===== config.mk =====
export PLATFORM = sky130hd
export DESIGN_NAME = mxint_dequant
export DESIGN_NICKNAME = d
export VERILOG_FILES = /design/src/rtl/mxint_pkg.sv /design/src/rtl/mxint_shift_sat.sv /design/src/rtl/mxint_dequant.sv
export SDC_FILE = /design/constraint.sdc
export NUM_CORES = 1
export LEC_CHECK = 0
export ABC_AREA = 1
export BUFFER_PORTS_ARGS = -buffer_cell sky130_fd_sc_hd__buf_2
export CORE_ASPECT_RATIO = 2
export CORE_MARGIN = 4
export CORE_UTILIZATION = 51
export DETAILED_ROUTE_END_ITERATION = 6
export PLACE_DENSITY = 0.73
export SLEW_MARGIN = 20
export SYNTH_ARGS = -nofsm -noshare
export SYNTH_HDL_FRONTEND = slang
export SYNTH_SLANG_ARGS = --single-unit

===== constraint.sdc =====
create_clock -name clk -period 5.4 [get_ports clk]
set_input_delay 0.27 -clock clk [delete_from_list [all_inputs] [get_ports clk]]
set_output_delay 0.27 -clock clk [all_outputs]
set_load 0.01 [all_outputs]

===== src/rtl/mxint_pkg.sv =====
// Shared widths and helpers for the MXInt dequantiser.
// Saturation constants feed the MXINT_DEQUANT_SAT_EN build.
package mxint_pkg;

    localparam int MXINT_MAN_WIDTH = 8;
    localparam int MXINT_EXP_WIDTH = 6;
    localparam int MXINT_OUT_WIDTH = 16;

    function automatic int clamp_shift(input int sh, input int lo, input int hi);
        if (sh < lo) return lo;
        if (sh > hi) return hi;
        return sh;
    endfunction

    function automatic logic [63:0] sat_max(input int w);
        return (64'd1 << (w - 1)) - 64'd1;
    endfunction

    function automatic logic [63:0] sat_min(input int w);
        return ~sat_max(w);
    endfunction

endpackage


===== src/rtl/mxint_shift_sat.sv =====
// One lane: shift mantissa by a clamped signed amount.
// MXINT_DEQUANT_SAT_EN saturates on left-shift overflow, else wraps.
module mxint_shift_sat
    import mxint_pkg::*;
#(
    parameter int MAN_WIDTH = MXINT_MAN_WIDTH,
    parameter int OUT_WIDTH = MXINT_OUT_WIDTH,
    parameter int SH_W      = MXINT_EXP_WIDTH + 2
) (
    input  logic [MAN_WIDTH-1:0]   m,
    input  logic signed [SH_W-1:0] sh,
    output logic [OUT_WIDTH-1:0]   res
);

    logic signed [OUT_WIDTH-1:0] m_o;
    logic [SH_W-1:0] amt;

    assign m_o = {{(OUT_WIDTH - MAN_WIDTH){m[MAN_WIDTH-1]}}, m};
    assign amt = sh[SH_W-1] ? SH_W'(-sh) : sh;

`ifdef MXINT_DEQUANT_SAT_EN
    localparam int PW = MAN_WIDTH + OUT_WIDTH;
    localparam logic [OUT_WIDTH-1:0] SAT_MAX = OUT_WIDTH'(sat_max(OUT_WIDTH));
    localparam logic [OUT_WIDTH-1:0] SAT_MIN = OUT_WIDTH'(sat_min(OUT_WIDTH));

    logic signed [PW-1:0] prod;
    logic [PW-OUT_WIDTH:0] top;
    logic ovf;

    // Exact product: every bit above the result sign must match it.
    assign prod = {{OUT_WIDTH{m[MAN_WIDTH-1]}}, m} <<< amt;
    assign top  = prod[PW-1:OUT_WIDTH-1];
    assign ovf  = !((&top) || !(|top));

    always_comb begin
        res = prod[OUT_WIDTH-1:0];
        if (sh[SH_W-1]) res = m_o >>> amt;
        else if (ovf) res = m[MAN_WIDTH-1] ? SAT_MIN : SAT_MAX;
    end
`else
    always_comb begin
        res = m_o << amt;
        if (sh[SH_W-1]) res = m_o >>> amt;
    end
`endif

endmodule


===== src/rtl/mxint_dequant.sv =====
// MXInt block dequantiser: two registered stages, valid/ready, full backpressure.
// Optional MXINT_DEQUANT_SAT_EN selects saturating lanes.
module mxint_dequant
    import mxint_pkg::*;
#(
    parameter int IN_SIZE   = 2,
    parameter int MAN_WIDTH = MXINT_MAN_WIDTH,
    parameter int EXP_WIDTH = MXINT_EXP_WIDTH,
    parameter int OUT_WIDTH = 16,
    parameter int OUT_FRAC  = 8
) (
    input  logic                 clk,
    input  logic                 rst,
    input  logic [MAN_WIDTH-1:0] man_in [IN_SIZE],
    input  logic [EXP_WIDTH-1:0] exp_in,
    input  logic                 data_in_valid,
    output logic                 data_in_ready,
    output logic [OUT_WIDTH-1:0] data_out [IN_SIZE],
    output logic                 data_out_valid,
    input  logic                 data_out_ready
);

    localparam int SPAN  = (OUT_WIDTH > MAN_WIDTH) ? OUT_WIDTH : MAN_WIDTH;
    localparam int SH_MN = $clog2(SPAN + 1) + 1;
    localparam int SH_W  = (EXP_WIDTH + 2 > SH_MN) ? EXP_WIDTH + 2 : SH_MN;

    logic                   s1_valid;
    logic                   s1_ready;
    logic [MAN_WIDTH-1:0]   s1_man [IN_SIZE];
    logic signed [SH_W-1:0] s1_sh;
    logic signed [SH_W-1:0] sh_clamped;
    logic [OUT_WIDTH-1:0]   lane_res [IN_SIZE];

    assign sh_clamped = SH_W'(clamp_shift(
        int'($signed(exp_in)) + OUT_FRAC - (MAN_WIDTH - 1),
        -MAN_WIDTH, OUT_WIDTH));

    assign s1_ready      = !data_out_valid || data_out_ready;
    assign data_in_ready = !s1_valid || s1_ready;

    for (genvar g = 0; g < IN_SIZE; g++) begin : g_lane
        mxint_shift_sat #(
            .MAN_WIDTH(MAN_WIDTH),
            .OUT_WIDTH(OUT_WIDTH),
            .SH_W     (SH_W)
        ) u_lane (
            .m  (s1_man[g]),
            .sh (s1_sh),
            .res(lane_res[g])
        );
    end

    always_ff @(posedge clk) begin
        if (!rst) begin
            s1_valid       <= 1'b0;
            data_out_valid <= 1'b0;
            s1_sh          <= '0;
            for (int i = 0; i < IN_SIZE; i++) begin
                s1_man[i]   <= '0;
                data_out[i] <= '0;
            end
        end else begin
            if (data_in_ready) begin
                s1_valid <= data_in_valid;
                if (data_in_valid) begin
                    s1_man <= man_in;
                    s1_sh  <= sh_clamped;
                end
            end
            if (s1_ready) begin
                data_out_valid <= s1_valid;
                if (s1_valid) data_out <= lane_res;
            end
        end
    end

endmodule


==> reports/results.tsv <==
stage	metric	value	unit
yosys	most area-hungry cell type in the Yosys netlist	dfxtp_1	
yosys	synthesized instance count	638	
detailed_routing	Vias/cell	5.49	
detailed_routing	Routed Antenna Nets	0	
final_layout	Reg area	1160	µm²
critical_path	crit-path leading delay family	buffers and inverters	
critical_path	CP Max Fanout	34	
placement	RePlAce Congestion	0.982	
final_layout	# fillers	756	
power_and_ir_drop	peak supply drop	0.000175	V
detailed_routing	total vias in the final route	4279	
timing	period utilization	0.560	
grt	first-pass GRT wire length	19.6	mm
floorplan	starting density of the core	0.526	
placement	post-DP HPWL	9.18	mm
timing	final hold vios	0	
yosys	post-synth cell types	37	
cts	cts bufs inserted	9	
grt	met3 usage	0.0467	
yosys	mux contribution to synthesized area	0	
cts	Max Buffers Root-to-Sink	2	
critical_path	Crit path required time	5.63	ns
floorplan	full die area	9020	µm²
final_layout	number of diodes	0	
detailed_routing	Pre-antenna DRT Iters	7	
detailed_routing	per-cell routed wire length	15.2	µm
status	status	finished, violations left	
power_and_ir_drop	PD cells	311	nW/µm²
critical_path	Critical Path End Type	flip-flop	
grt	initial antenna violation count	0	
yosys	Mapped Nets	666	
yosys	area share of the largest cell type after synthesis	0.304	
worst_hold_path	Hold WC Path Type	in2reg	
yosys	complex-gate fraction of the synthesized area	0.205	
yosys	sequential fraction of the synthesis area	0.304	
yosys	post-synthesis adder-cell area fraction	0.00655	
cts	CTS Sinks	58	
critical_path	CP max stage cell	inv_1	
timing	Setup Skew	0.00637	ns
final_layout	share of cells above drive strength 1	0.161	
grt	gr busiest metal	met2	
final_layout	footprint of the multi-input gates	2320	µm²
cts	CTS root buf	clkbuf_16	
floorplan	row count	44	
cts	CTS clk-pin slew, worst paths	0.05	ns
detailed_routing	Routed WL	11.8	mm
yosys	main combinational cell family by area after synthesis	simple AND/OR/NAND/NOR gates	
job	Max-Cap Viols	0	
final_layout	Final Instance Area	4410	µm²
critical_path	flop-to-flop setup slack	2.38	ns
final_layout	commonest non-fill, non-tap cell in the layout	nand2_1	
critical_path	CP Class	reg2reg	
yosys	yosys warns	0	
grt	met1 Use GR	0.284	
yosys	mean area per synthesized cell	5.99	µm²
yosys	Synth Area in XOR/XNOR	0.0157	
timing	Least-Margin Pin Slew	0.933	ns
detailed_routing	DR DRC count	4	
floorplan	die height	130	µm
detailed_routing	First DRT Iteration DRCs	246	
grt	largest net degree at the start of global routing	45	
critical_path	CP peak stage delay	0.69	ns
cts	clk_lat worst skew	0.33	ns
critical_path	Worst Path Arrival	3.25	ns
critical_path	crit-path cells	inv_2 -> ha_1 -> nand2_1 -> o21ai_2 -> buf_4 -> inv_1 -> o21ai_0 -> o21ai_0 -> nor2_1 -> o21ai_1 -> inv_1	
timing	fin crit period	3.02	ns
final_layout	Layout Nets	711	
cts	Setup Fix Bufs, Post-CTS	0	
cts	H-Tree Level Count	3	
yosys	Area contributors post-synth	dfxtp_1 30%, nand2_1 18%, o21ai_0 7.9%	
placement	placed inst area	4130	µm²
grt	global route overflow	0	
floorplan	I/O pin count	60	
grt	number of global-route vias before repair	4097	
yosys	#FFs+latches synth	58	
status	violated checks	design-rule violations	
yosys	synthesized area	3820	µm²
cts	hold buffers post-CTS	0	
final_layout	Area Growth Syn to Fin	15.5	%
grt	GRT met2 Usage	0.497	
timing	fmax	331	MHz
critical_path	startpoint class of the critical path	flip-flop	
floorplan	Core Box Area	7270	µm²
cts	cts repair resizes	0	
floorplan	die width	69.2	µm
power_and_ir_drop	Leakage	2.15	nW
cts	CTS tree	built	
timing	setup TNS	0	ns
timing	Slew HR	0.374	
placement	Port Buf Inserts	59	
timing	unrepaired setup endpoints after global routing	false	
final_layout	most frequent cells in the layout	182 x nand2_1, 76 x nor2_1, 60 x o21ai_0	
critical_path	Bufs and invs on worst path	4	
timing	fin. max-slew vios	0	
yosys	simple logic cell fraction of the synthesized area	0.380	
grt	Global Route Usage Sum	0.271	
timing	# setup viols final	0	
layer usage:
metal / vias to the layer above / routed length [µm]
li1: 2182 / -
met1: 1913 / 4420
met2: 137 / 6240
met3: 47 / 551
met4: 0 / 631
met5: - / 0
flip-flops by register name, indices dropped and copies added, names as in the netlist:
name,count
data_out_valid,1
data_out,32
s1_sh,8
s1_valid,1
s1_man,16
cells in the mapped netlist, drive strengths merged:
master	n
xor2	6
inv	52
and2	2
clkbuf	17
ha	2
a21o	1
or2	4
a31oi	4
a21oi	50
a21boi	1
o21ai	82
clkinv	1
buf	13
a22oi	1
nand3	58
nor2	81
nand4	7
nand2	189
nor3	2
o211ai	6
o31ai	1
dfxtp	58
worst min-delay path: stages:
cell     delay (ns)
buf_2          0.07
o21ai_0        0.07
nor2_1         0.07
path summary, 6_finish.rpt:
kind	start	to	cells after the start
worst max-delay path	s1_sh[0]	data_out[6]	11
worst min-delay path	man_in[13]	s1_man[13]	3
worst max register to register	s1_sh[0]	data_out[6]	11
worst min register to register	s1_sh[3]	s1_sh[3]	2
per-stage QoR:
stage | cells | worst slack [ns] | hold WS (ns) | util | power (mW)
floorplan | 638 | 3.04 | 0.408 | - | 0.738
global placement | 764 | 2.39 | 0.467 | 0.568 | 0.836
detailed placement | 764 | 2.41 | 0.471 | 0.568 | 0.838
CTS | 780 | 2.39 | 0.179 | 0.607 | 1.38
global route | 780 | 2.09 | 0.209 | 0.607 | 1.45
finish | 780 | 2.38 | 0.182 | 0.607 | 1.37
power breakdown:
group | internal [mW] | switching (mW) | total (mW)
clock | 0.346 | 0.195 | 0.541
combinational | 0.112 | 0.241 | 0.353
sequential | 0.460 | 0.0200 | 0.480
total | 0.918 | 0.456 | 1.37
kinds of logic (layout without fill, tap and decap cells):
| family | after synthesis | in the layout |
|---|---|---|
| flops | 58 | 58 |
| compound gates | 146 | 146 |
| simple gates | 343 | 343 |
| buf+inv | 83 | 133 |
| xor+xnor | 6 | 6 |
| fa+ha+maj | 2 | 2 |
area by class of cell:
class / instances / area share
clock buffer: 14 / 0.0621
sequential: 58 / 0.263
tap: 92 / 0.0261
timing repair buffer: 64 / 0.0754
clock inverter: 2 / 0.00227
multi-input combinational: 497 / 0.526
inverter: 53 / 0.0451
Note: power is estimated with default switching activity, not from simulation.
